===== src/rtl/param_mini_cpu.sv =====
// param_mini_cpu: parametrised register-file CPU executing one instruction at a time.
//
// Instruction word: {op[3:0], rd[RA-1:0], rs[RA-1:0], imm[WIDTH-1:0]}.
// Ports:
//   clk_i               clock, rising edge
//   rst_i               asynchronous active-high clear
//   in_i                instruction word, sampled at the accept edge
//   in_valid_i          in_i holds a valid instruction
//   in_ready_o          block is idle and can accept an instruction
//   out_o               registered result of the last completed instruction
//   overflow_o          overflow of the last completed instruction
//   overflow_sticky_o   OR of overflow results since reset or the last CLR
//   done_o              one-cycle pulse after each completion
//   busy_o              inverse of in_ready_o
module param_mini_cpu #(
    parameter int unsigned WIDTH = 8,
    parameter int unsigned NREGS = 4,
    localparam int unsigned RA = $clog2(NREGS),
    localparam int unsigned IW = 4 + 2 * RA + WIDTH
) (
    input  logic             clk_i,
    input  logic             rst_i,
    input  logic [IW-1:0]    in_i,
    input  logic             in_valid_i,
    output logic             in_ready_o,
    output logic [WIDTH-1:0] out_o,
    output logic             overflow_o,
    output logic             overflow_sticky_o,
    output logic             done_o,
    output logic             busy_o
);

    localparam int unsigned CW = $clog2(WIDTH + 1);

    localparam logic [3:0] OpLoad = 4'd0;
    localparam logic [3:0] OpAdd  = 4'd1;
    localparam logic [3:0] OpShl  = 4'd2;
    localparam logic [3:0] OpShr  = 4'd3;
    localparam logic [3:0] OpAnd  = 4'd4;
    localparam logic [3:0] OpOr   = 4'd5;
    localparam logic [3:0] OpCmp  = 4'd6;
    localparam logic [3:0] OpMovo = 4'd7;
    localparam logic [3:0] OpAddi = 4'd8;
    localparam logic [3:0] OpMul  = 4'd9;
    localparam logic [3:0] OpClr  = 4'd15;

    typedef enum logic [1:0] {StIdle, StExec, StMul} state_e;

    state_e               state_q;
    logic [3:0]           op_q;
    logic [RA-1:0]        rd_q;
    logic [WIDTH-1:0]     imm_q;
    logic [WIDTH-1:0]     a_q;
    logic [WIDTH-1:0]     b_q;
    logic [WIDTH-1:0]     regs_q [NREGS];
    logic [WIDTH-1:0]     out_q;
    logic                 ovf_q;
    logic                 sticky_q;
    logic                 done_q;
    logic [2*WIDTH-1:0]   acc_q;
    logic [CW-1:0]        cnt_q;

    logic [3:0]           in_op;
    logic [RA-1:0]        in_rd;
    logic [RA-1:0]        in_rs;
    logic [WIDTH-1:0]     in_imm;

    assign in_op  = in_i[IW-1 -: 4];
    assign in_rd  = in_i[IW-5 -: RA];
    assign in_rs  = in_i[IW-5-RA -: RA];
    assign in_imm = in_i[WIDTH-1:0];

    // Single-cycle result path.
    logic [WIDTH:0]   add_rs;
    logic [WIDTH:0]   add_imm;
    logic [WIDTH-1:0] ex_res;
    logic             ex_ovf;
    logic             ex_wr;   // register write-back
    logic             ex_upd;  // out/overflow update (false for NOP)

    always_comb begin
        add_rs  = {1'b0, a_q} + {1'b0, b_q};
        add_imm = {1'b0, a_q} + {1'b0, imm_q};
        ex_res  = '0;
        ex_ovf  = 1'b0;
        ex_wr   = 1'b1;
        ex_upd  = 1'b1;
        case (op_q)
            OpLoad: ex_res = imm_q;
            OpAdd:  {ex_ovf, ex_res} = add_rs;
            OpShl:  begin
                ex_res = {b_q[WIDTH-2:0], 1'b0};
                ex_ovf = b_q[WIDTH-1];
            end
            OpShr:  ex_res = {1'b0, b_q[WIDTH-1:1]};
            OpAnd:  ex_res = a_q & b_q;
            OpOr:   ex_res = a_q | b_q;
            OpCmp:  begin
                ex_wr  = 1'b0;
                ex_res = (a_q > b_q) ? WIDTH'(1) : ((a_q == b_q) ? WIDTH'(2) : WIDTH'(4));
            end
            OpMovo: ex_res = out_q;
            OpAddi: {ex_ovf, ex_res} = add_imm;
            default: begin
                ex_wr  = 1'b0;
                ex_upd = 1'b0;
            end
        endcase
    end

    // Shift-add step: acc = {partial product, remaining multiplier bits}; add the
    // multiplicand into the upper half when the current LSB is set, then shift right.
    logic [WIDTH:0]     mul_sum;
    logic [2*WIDTH-1:0] mul_next;

    always_comb begin
        mul_sum  = {1'b0, acc_q[2*WIDTH-1:WIDTH]} + (acc_q[0] ? {1'b0, a_q} : '0);
        mul_next = {mul_sum, acc_q[WIDTH-1:1]};
    end

    always_ff @(posedge clk_i or posedge rst_i) begin
        if (rst_i) begin
            state_q  <= StIdle;
            op_q     <= '0;
            rd_q     <= '0;
            imm_q    <= '0;
            a_q      <= '0;
            b_q      <= '0;
            out_q    <= '0;
            ovf_q    <= 1'b0;
            sticky_q <= 1'b0;
            done_q   <= 1'b0;
            acc_q    <= '0;
            cnt_q    <= '0;
            for (int i = 0; i < int'(NREGS); i++) begin
                regs_q[i] <= '0;
            end
        end else begin
            done_q <= 1'b0;
            case (state_q)
                StIdle: begin
                    if (in_valid_i) begin
                        op_q  <= in_op;
                        rd_q  <= in_rd;
                        imm_q <= in_imm;
                        a_q   <= regs_q[in_rd];
                        b_q   <= regs_q[in_rs];
                        if (in_op == OpMul) begin
                            state_q <= StMul;
                            cnt_q   <= CW'(WIDTH);
                            acc_q   <= {{WIDTH{1'b0}}, regs_q[in_rs]};
                        end else begin
                            state_q <= StExec;
                        end
                    end
                end
                StExec: begin
                    state_q <= StIdle;
                    done_q  <= 1'b1;
                    if (op_q == OpClr) begin
                        out_q    <= '0;
                        ovf_q    <= 1'b0;
                        sticky_q <= 1'b0;
                        for (int i = 0; i < int'(NREGS); i++) begin
                            regs_q[i] <= '0;
                        end
                    end else if (ex_upd) begin
                        if (ex_wr) begin
                            regs_q[rd_q] <= ex_res;
                        end
                        out_q    <= ex_res;
                        ovf_q    <= ex_ovf;
                        sticky_q <= sticky_q | ex_ovf;
                    end
                end
                StMul: begin
                    acc_q <= mul_next;
                    cnt_q <= cnt_q - CW'(1);
                    if (cnt_q == CW'(1)) begin
                        state_q      <= StIdle;
                        done_q       <= 1'b1;
                        regs_q[rd_q] <= mul_next[WIDTH-1:0];
                        out_q        <= mul_next[WIDTH-1:0];
                        ovf_q        <= |mul_next[2*WIDTH-1:WIDTH];
                        sticky_q     <= sticky_q | (|mul_next[2*WIDTH-1:WIDTH]);
                    end
                end
                default: state_q <= StIdle;
            endcase
        end
    end

    assign in_ready_o        = (state_q == StIdle);
    assign busy_o            = ~in_ready_o;
    assign out_o             = out_q;
    assign overflow_o        = ovf_q;
    assign overflow_sticky_o = sticky_q;
    assign done_o            = done_q;

endmodule


===== config.mk =====
export PLATFORM = sky130hd
export DESIGN_NAME = param_mini_cpu
export DESIGN_NICKNAME = d
export VERILOG_FILES = /design/src/rtl/param_mini_cpu.sv
export SDC_FILE = /design/constraint.sdc
export NUM_CORES = 1
export LEC_CHECK = 0
export CORE_MARGIN = 2
export CORE_UTILIZATION = 52
export DETAILED_ROUTE_END_ITERATION = 8
export PLACE_DENSITY = 0.81
export SYNTH_ARGS = -nofsm -noshare
export SYNTH_HDL_FRONTEND = slang
export SYNTH_SLANG_ARGS = --single-unit

===== constraint.sdc =====
create_clock -name clk_i -period 7.7 [get_ports clk_i]
set_clock_uncertainty 0.1 [all_clocks]
set_input_delay 0.77 -clock clk_i [delete_from_list [all_inputs] [get_ports clk_i]]
set_output_delay 0.77 -clock clk_i [all_outputs]
set_load 0.03 [all_outputs]

Yosys cells after proc, flatten, opt, wreduce, memory -nomap -nowiden
Cells that the tools add are included.
{ "totals": {"in_bits": 19, "regBits": 95, "output_inout_bits": 13, "word_cells": 111} }
{ "op_classes": {"bitwise_logic": 8, "muxes": 46, "n_eq_ne": 19, "n_reduce_logical": 13, "addsub": 4, "order_cmp": 5} }
{ "ops": {"columns": ["operator", "count"], "rows": [
  ["$mux 32", 4],
  ["$mux 8", 9],
  ["$pmux 8 s9", 1],
  ["$bwmux 32", 2],
  ["$pmux 32 s2", 1],
  ["$bmux 8 s2", 2],
  ["$mux 16", 2],
  ["$pmux 16 s2", 1],
  ["$add 8x8->9", 3],
  ["$demux 8 s2", 1],
  ["$eq 4x3->1 const B", 4],
  ["$pmux 8 s2", 1],
  ["$reduce_or 8->1", 2],
  ["$eq 4x4->1 const B", 3],
  ["$ge 3x3->1 const B", 3],
  ["$mux 1", 9],
  ["$not 2->3", 3],
  ["$reduce_or 9->1", 1],
  ["$and 8x8->8", 1],
  ["$eq 4x1->1 const B", 2],
  ["$eq 4x2->1 const B", 2],
  ["$eq 8x8->1", 1],
  ["$gt 8x8->1", 1],
  ["$mux 4", 2],
  ["23 further kinds", 34]
]} }

Depth between registers and ports, before layout
Gate-level depths: netlist (run 1).
{ "depth": {"depth_word": 10, "depth_mapped": 10, "ltp_nobuf": 10} }

Least setup slack after synthesis (run 1)
No wires, ideal clock.
{ "synth_path": {"kind": "register to register", "start": "register a_q[0]", "end": "register regs_q[14] in the netlist's numbering", "arrival_ns": 2.234, "setup_time_ns": 0.159, "stages_incl_launch_ff": 9, "slack_ns": 5.207, "n_path_buf": 0, "synth_period_minus_slack_ns": 2.493, "required_ns": 7.441, "cell_sequence": "dfrtp_1 -> ha_1 -> fa_1 -> a211oi_1 -> o21bai_1 -> mux2i_1 -> a21oi_1 -> nor4_1 -> o221ai_1"} }
{ "synth_via": {"elab_chain_cells": 7, "word_cells_on_any_way": 8, "classes_between": "2 x add/sub; 6 x mux"} }
{ "synth_rtl": {"columns": ["item", "line", "rtl"], "rows": [
  ["start, declared", "53", "logic [WIDTH-1:0] a_q;"],
  ["start signal, assigned", "146", "a_q <= regs_q[in_rd];"],
  ["$add 8x8->9, on equally long branches", "83, 82", null],
  ["$pmux 8 s9 (*)", "88", "case (op_q)"],
  ["$bwmux 32 (*)", "169", "regs_q[rd_q] <= ex_res;"],
  ["$mux 32 (*)", "168", "if (ex_wr) begin"],
  ["$mux 32 (*)", "167", "end else if (ex_upd) begin"],
  ["$mux 32 (*)", "160", "if (op_q == OpClr) begin"],
  ["$pmux 32 s2 (*)", "140", "case (state_q)"],
  ["end signal, assigned by index", "169", null],
  ["end signal, assigned by index", "182", "regs_q[rd_q] <= mul_next[WIDTH-1:0];"],
  ["end, declared", "55", "logic [WIDTH-1:0] regs_q [NREGS];"]
]} }
Mark *: on every way between the ends. The rest lies on a longest branch, timed or not. The select of a mux whose other input is x is not followed.
A chain may end at the register's enable or synchronous reset.

Final worst setup path (run 1)
{ "layout_path": {"start": "register a_q[0]", "end": "register regs_q[30] in the netlist's numbering"} }
The elaborated chain is that of the path after synthesis.

==> results.toml, run 1 <==
[timing]
period_needed_ns = 3.18
layout_setup_ws_ns = 4.52
rsz0062_at_grt = "false"
tightest_slew_ns = 1.04
setup_tns_ns = 0
drv_slew = 0
relSlewSlack = 0.305
finalSetupViolations = 0
final-hold-violation-count = 0
fmax_ghz = 0.314
hold_ws_ns = 0.409
finalCritPeriodShare = 0.413

[pwr]
p_int_mw = 1.41
power_switching_mw = 1.07
power_frac_clock = 0.165
pwr-share-seq = 0.349
powerDensity_nw_per_um2 = 343
p_leak_nw = 3.05
peakVddDrop_mv = 0.207
p_total_mw = 2.48
combPwrFrac = 0.486
switching_share = 0.433

[logic_synthesis]
postSynthCellCount = 664
synth_edf_count = 0
yosysUniqueCellTypes = 67
synth_area_leaders = "dfrtp_1 (36%), ha_1 (8.5%), mux4_2 (5.8%)"
ys_seq_elements = 95
synth_area_leader_cell = "dfrtp_1"
ys_warn_count = 0
ys.flop_type = "dfrtp_1"
avgSynthCellArea_um2 = 9.95
synth_compound_area_frac = 0.185
postSynthNetCount = 731
synth_xor_area_frac = 0.0119
synth_async_sr_flop_share = 1.00
post_synth_and_or_nand_nor_area_fraction = 0.153
synthMuxAreaShare = 0.145
netlist.area_leader.share = 0.360
ys_seq_area_frac = 0.360
synth-adder-area-share = 0.0944
syn_area_um2 = 6600
synth_top_family_by_area = "compound AO/OA/AOI/OAI gates"

[grt]
overflow = 0
first_global_vias = 5370
antenna_found_initial = 0
grt_max_degree = 67
grt_pass1_wl_um = 28400
grtUsageTotal = 0.274

[clock_tree]
path_clk_slew_ns = 0.07
htreeDepth = 3
postCtsSetupBuffers = 0
worstSkewPairLatency_ns = 0.35
cts-root-buf = "clkbuf_16"
cts_tree = "yes"
holdBufCountCts = 0
ctsResizeCount = 0
clock_sinks = 95
numCtsBuffers = 9
cts.path.max_buffers = 2

[final_layout]
final_common_cell = "dfrtp_1"
drive_gt1_frac = 0.122
syn_to_final_growth_pct = 9.44
nFillCells = 1109
final_util = 0.577
multi_input_area_um2 = 3890
diodes = 0
stdcell_area_um2 = 7230
final_nets = 741
seq_area_um2 = 2380
final_cells = 850
final_cell_mix = "dfrtp_1 (95), ha_1 (45), nand2_1 (43)"

[hold_path]
holdPathStages = 2
min_from = "acc_q[10]"
hp-class = "reg2reg"
hold_end = "acc_q[10]"

[drt]
drt_iter0_markers = 699
vias_per_cell = 6.52
wl_um = 17900
wl_per_cell_um = 21.1
num_vias = 5541
drt_first_pass_iters = 6
final_antenna_net_count = 0
drc = 0

[floorplanning]
initial_utilization = 0.528
dieWidth_um = 117
rows = 41
die-area_um2 = 13600
ios = 32
core_area_um2 = 12500
chipHeight_um = 117

[worst_setup_path]
worst-setup-path-type = "reg2reg"
r2r_slack_ns = 4.52
r2r_end = "regs_q[30]"
cp-start-kind = "flop"
end_kind = "flop"
crit_path_max_fanout = 5
reg2reg_from = "a_q[0]"
rr_worst_depth = 8
worstPathArrival_ns = 3.25
worstPathRequired_ns = 7.77

[place]
port_buffers = 31
pre_cts_ws_ns = 4.50
dp.cells = 835
gp_congestion = 0.963
dpl_cell_area_um2 = 6970
dp_hpwl_um = 13000

[outcome]
status = "complete, no violations"

[flow_run]
maxCapViolations = 0
==> how the worst max path moves through the flow <==
stage,startpoint,slack (ns),cells past startpoint,end
CTS,a_q[0],4.58,8,regs_q[30]
global placement,in_valid_i,4.56,6,cnt_q[3]
detailed placement,in_valid_i,4.50,5,acc_q[9]
global route,a_q[1],4.43,8,regs_q[15]
floorplan,rst_i,4.35,1,a_q[0]
finish,a_q[0],4.52,8,regs_q[30]
==> synthesized netlist by cell type (all sizes together), types with 3 or more instances <==
library cell and instances:
a211oi 11, a21o 4, a21oi 27, a221oi 3, a22o 3, a22oi 11, a31oi 5, and2 13
buf 16, clkbuf 21, dfrtp 95, fa 3, ha 45, inv 37, mux2 33, mux2i 20
mux4 17, nand2 44, nand2b 7, nand3 42, nand4 5, nor2 31, nor2b 9, nor3 7
nor4 7, o21a 6, o21ai 60, o21bai 6, o221ai 16, o22ai 7, o31a 3, o31ai 3
or3 4, xnor2 9
==> state kept, by name, indices dropped and copies added (netlist names) <==
register,cells
b_q,8
rd_q,2
op_q,4
a_q,8
cnt_q,4
done_o,1
overflow_o,1
state_q,2
regs_q,32
out_o,8
acc_q,16
imm_q,8
overflow_sticky_o,1
==> cell families after synthesis <==
logic type / after synthesis
AOI/OAI and AO/OA: 183
adders and majority gates: 48
muxes: 70
DFF: 95
xor gates and xnor gates: 9
and+or+nand+nor: 185
buffers and inverters: 74
==> power by group through the flow <==
stage	Clock (mW)	Sequential (mW)	Combinational, mW
after global routing	0.438	0.884	1.31
after global placement	0	0.849	1.14
after floorplan	0	0.808	0.882
after CTS	0.417	0.858	1.19
after detailed placement	0	0.864	1.18
final	0.410	0.865	1.21
==> critical path, stage by stage, from the launching register on <==
cell,delay (ns)
dfrtp_1,0.42
ha_1,0.28
fa_1,0.43
a211oi_1,0.31
o21bai_1,0.15
mux2i_1,0.17
a21oi_1,0.08
nor4_1,0.77
o221ai_1,0.29
==> cell type report <==
| type | count | share of cell area |
|---|---|---|
| timing repair buffer | 36 | 0.0481 |
| clock inverter | 1 | 0.000693 |
| tap | 172 | 0.0298 |
| clock buffer | 14 | 0.0351 |
| sequential | 95 | 0.329 |
| multi-input combinational | 495 | 0.538 |
| inverter | 37 | 0.0196 |
==> per-layer routing <==
metal	GRT usage	routed length [µm]	part of all wire	vias to the layer above
li1	-	-	-	2493
met4	0.104	486	0.027	0
met5	0	0	0	-
met3	0.0384	1340	0.075	41
met1	0.378	7410	0.41	2731
met2	0.442	8680	0.48	276
Note: power is estimated with default switching activity, not from simulation.
==> run 2: changes to the inputs <==
- clock period: 7.7 -> 2.98 ns (I/O delays scaled with it)
==> run 2 against run 1 <==
Compared with the run above:
- first-iteration DRC count is 37% lower
- core utilization is 1.5 points higher
- setup slack worse by 4.3 ns
- worst hold slack worse by 0.20 ns
- largest power group unchanged
==> results.toml, run 2 (same netlist as run 1, synthesis figures left out) <==
[outcome]
status = "complete, no violations"

[drt]
wl_per_cell_um = 20.8
final_antenna_net_count = 0
drc = 0
drt_first_pass_iters = 5
drt_iter0_markers = 440
vias_per_cell = 6.39
num_vias = 5539
wl_um = 18100

[worst_setup_path]
cp-start-kind = "flop"
reg2reg_from = "a_q[0]"
r2r_slack_ns = 0.19
worstPathArrival_ns = 2.96
worst-setup-path-type = "reg2reg"
rr_worst_depth = 7
end_kind = "flop"
crit_path_max_fanout = 5
worstPathRequired_ns = 3.15
r2r_end = "regs_q[18]"

[grt]
grtUsageTotal = 0.279
grt_max_degree = 39
overflow = 0
first_global_vias = 5437
antenna_found_initial = 0
grt_pass1_wl_um = 28800

[clock_tree]
htreeDepth = 3
numCtsBuffers = 9
cts-root-buf = "clkbuf_16"
path_clk_slew_ns = 0.07
cts.path.max_buffers = 2
holdBufCountCts = 0
clock_sinks = 95
worstSkewPairLatency_ns = 0.36
cts_tree = "yes"

[timing]
period_needed_ns = 2.79
drv_slew = 0
tightest_slew_ns = 0.877
finalCritPeriodShare = 0.935
setup_tns_ns = 0
rsz0062_at_grt = "false"
relSlewSlack = 0.407
finalSetupViolations = 0
final-hold-violation-count = 0
fmax_ghz = 0.359

[place]
dp_hpwl_um = 13400
gp_congestion = 0.975
dpl_cell_area_um2 = 7100
port_buffers = 31
dp.cells = 851

[pwr]
powerDensity_nw_per_um2 = 894
p_int_mw = 3.78
power_frac_clock = 0.177
peakVddDrop_mv = 0.546
p_leak_nw = 3.16
power_switching_mw = 2.84
switching_share = 0.429
p_total_mw = 6.62
pwr-share-seq = 0.327
combPwrFrac = 0.496

[final_layout]
final_cells = 867
largest_reg_flops = 32
diodes = 0
largest_registers = "regs_q x32, acc_q x16"
syn_to_final_growth_pct = 12.2
top_register = "regs_q"
final_cell_mix = "dfrtp_1 (95), ha_1 (45), nand2_1 (43)"
stdcell_area_um2 = 7410
final_util = 0.592
final_common_cell = "dfrtp_1"
drive_gt1_frac = 0.151
final_nets = 757

[floorplanning]
chipHeight_um = 117
dieWidth_um = 117
core_area_um2 = 12500
die-area_um2 = 13600
initial_utilization = 0.528
rows = 41
ios = 32

[hold_path]
hp-class = "in2async"

[flow_run]
maxCapViolations = 0
## run 2: final cells by class
cell class                      instances  area, µm²
Inverter                               37        141
Clock buffer                           11        253
Timing Repair Buffer                   52        480
Tap cell                              172        215
Multi-Input combinational cell        495       3890
Fill cell                            1103       5110
Clock inverter                          5       50.0
Sequential cell                        95       2380
## run 2: what timing repair did
item,in CTS,in global routing
setup endpoints to repair,0,3
gates resized for setup,0,2
hold endpoints to repair,0,0
buffers inserted,0,0
## run 2: how the worst max path moves through the flow
| stage | start | endpoint | cells after the start |
|---|---|---|---|
| 5_1_grt | a_q[0] | regs_q[18] | 7 |
| 3_3_place_gp | a_q[0] | regs_q[2] | 7 |
| 6_report | a_q[0] | regs_q[18] | 7 |
| 3_5_place_dp | a_q[0] | regs_q[10] | 7 |
| 2_1_floorplan | rst_i | a_q[0] | 1 |
| 4_1_cts | a_q[0] | regs_q[18] | 7 |
## run 2: power by group through the flow
stage               clock [mW]  sequential (mW)  combinational, mW
CTS                       1.19             2.15               3.24
floorplan                    0             2.09               2.28
finish                    1.17             2.16               3.28
global placement             0             2.14               3.14
detailed placement           0             2.18               3.22
global route              1.24             2.22               3.58
## run 2: through the flow
step | setup WS (ns) | hold slack (ns)
6_report | 0.193 | 0.204
5_1_grt | 0.0102 | 0.253
4_1_cts | 0.206 | 0.222
3_5_place_dp | 0.238 | 0.382
3_3_place_gp | 0.304 | 0.381
2_1_floorplan | 0.105 | 0.349
## run 2: critical path: stages (launching register included)
cell and delay, ns:
dfrtp_1 0.43, ha_1 0.27, fa_1 0.46, xnor2_1 0.15, mux4_2 0.45, a221oi_1 0.41
o22ai_2 0.23, o21ai_1 0.19
## run 2: routing by layer
metal  vias up  routed length, µm  track usage
met3        49               1190       0.0483
met5         -                  0            0
li1       2525                  -            -
met4         0                645        0.118
met1      2742               7700        0.377
met2       223               8520        0.448
==> run 3: changes to the inputs <==
--- a/constraint.sdc
+++ b/constraint.sdc
@@ -4,2 +4,2 @@
 set_output_delay 0.298 -clock clk_i [all_outputs]
-set_load 0.03 [all_outputs]
+set_load 0.01 [all_outputs]
==> results of run 3 <==
Same layout as run 2 (identical final DEF). Status: complete, no violations.
Main changes from that run: total power 6.62 mW -> 6.53 mW
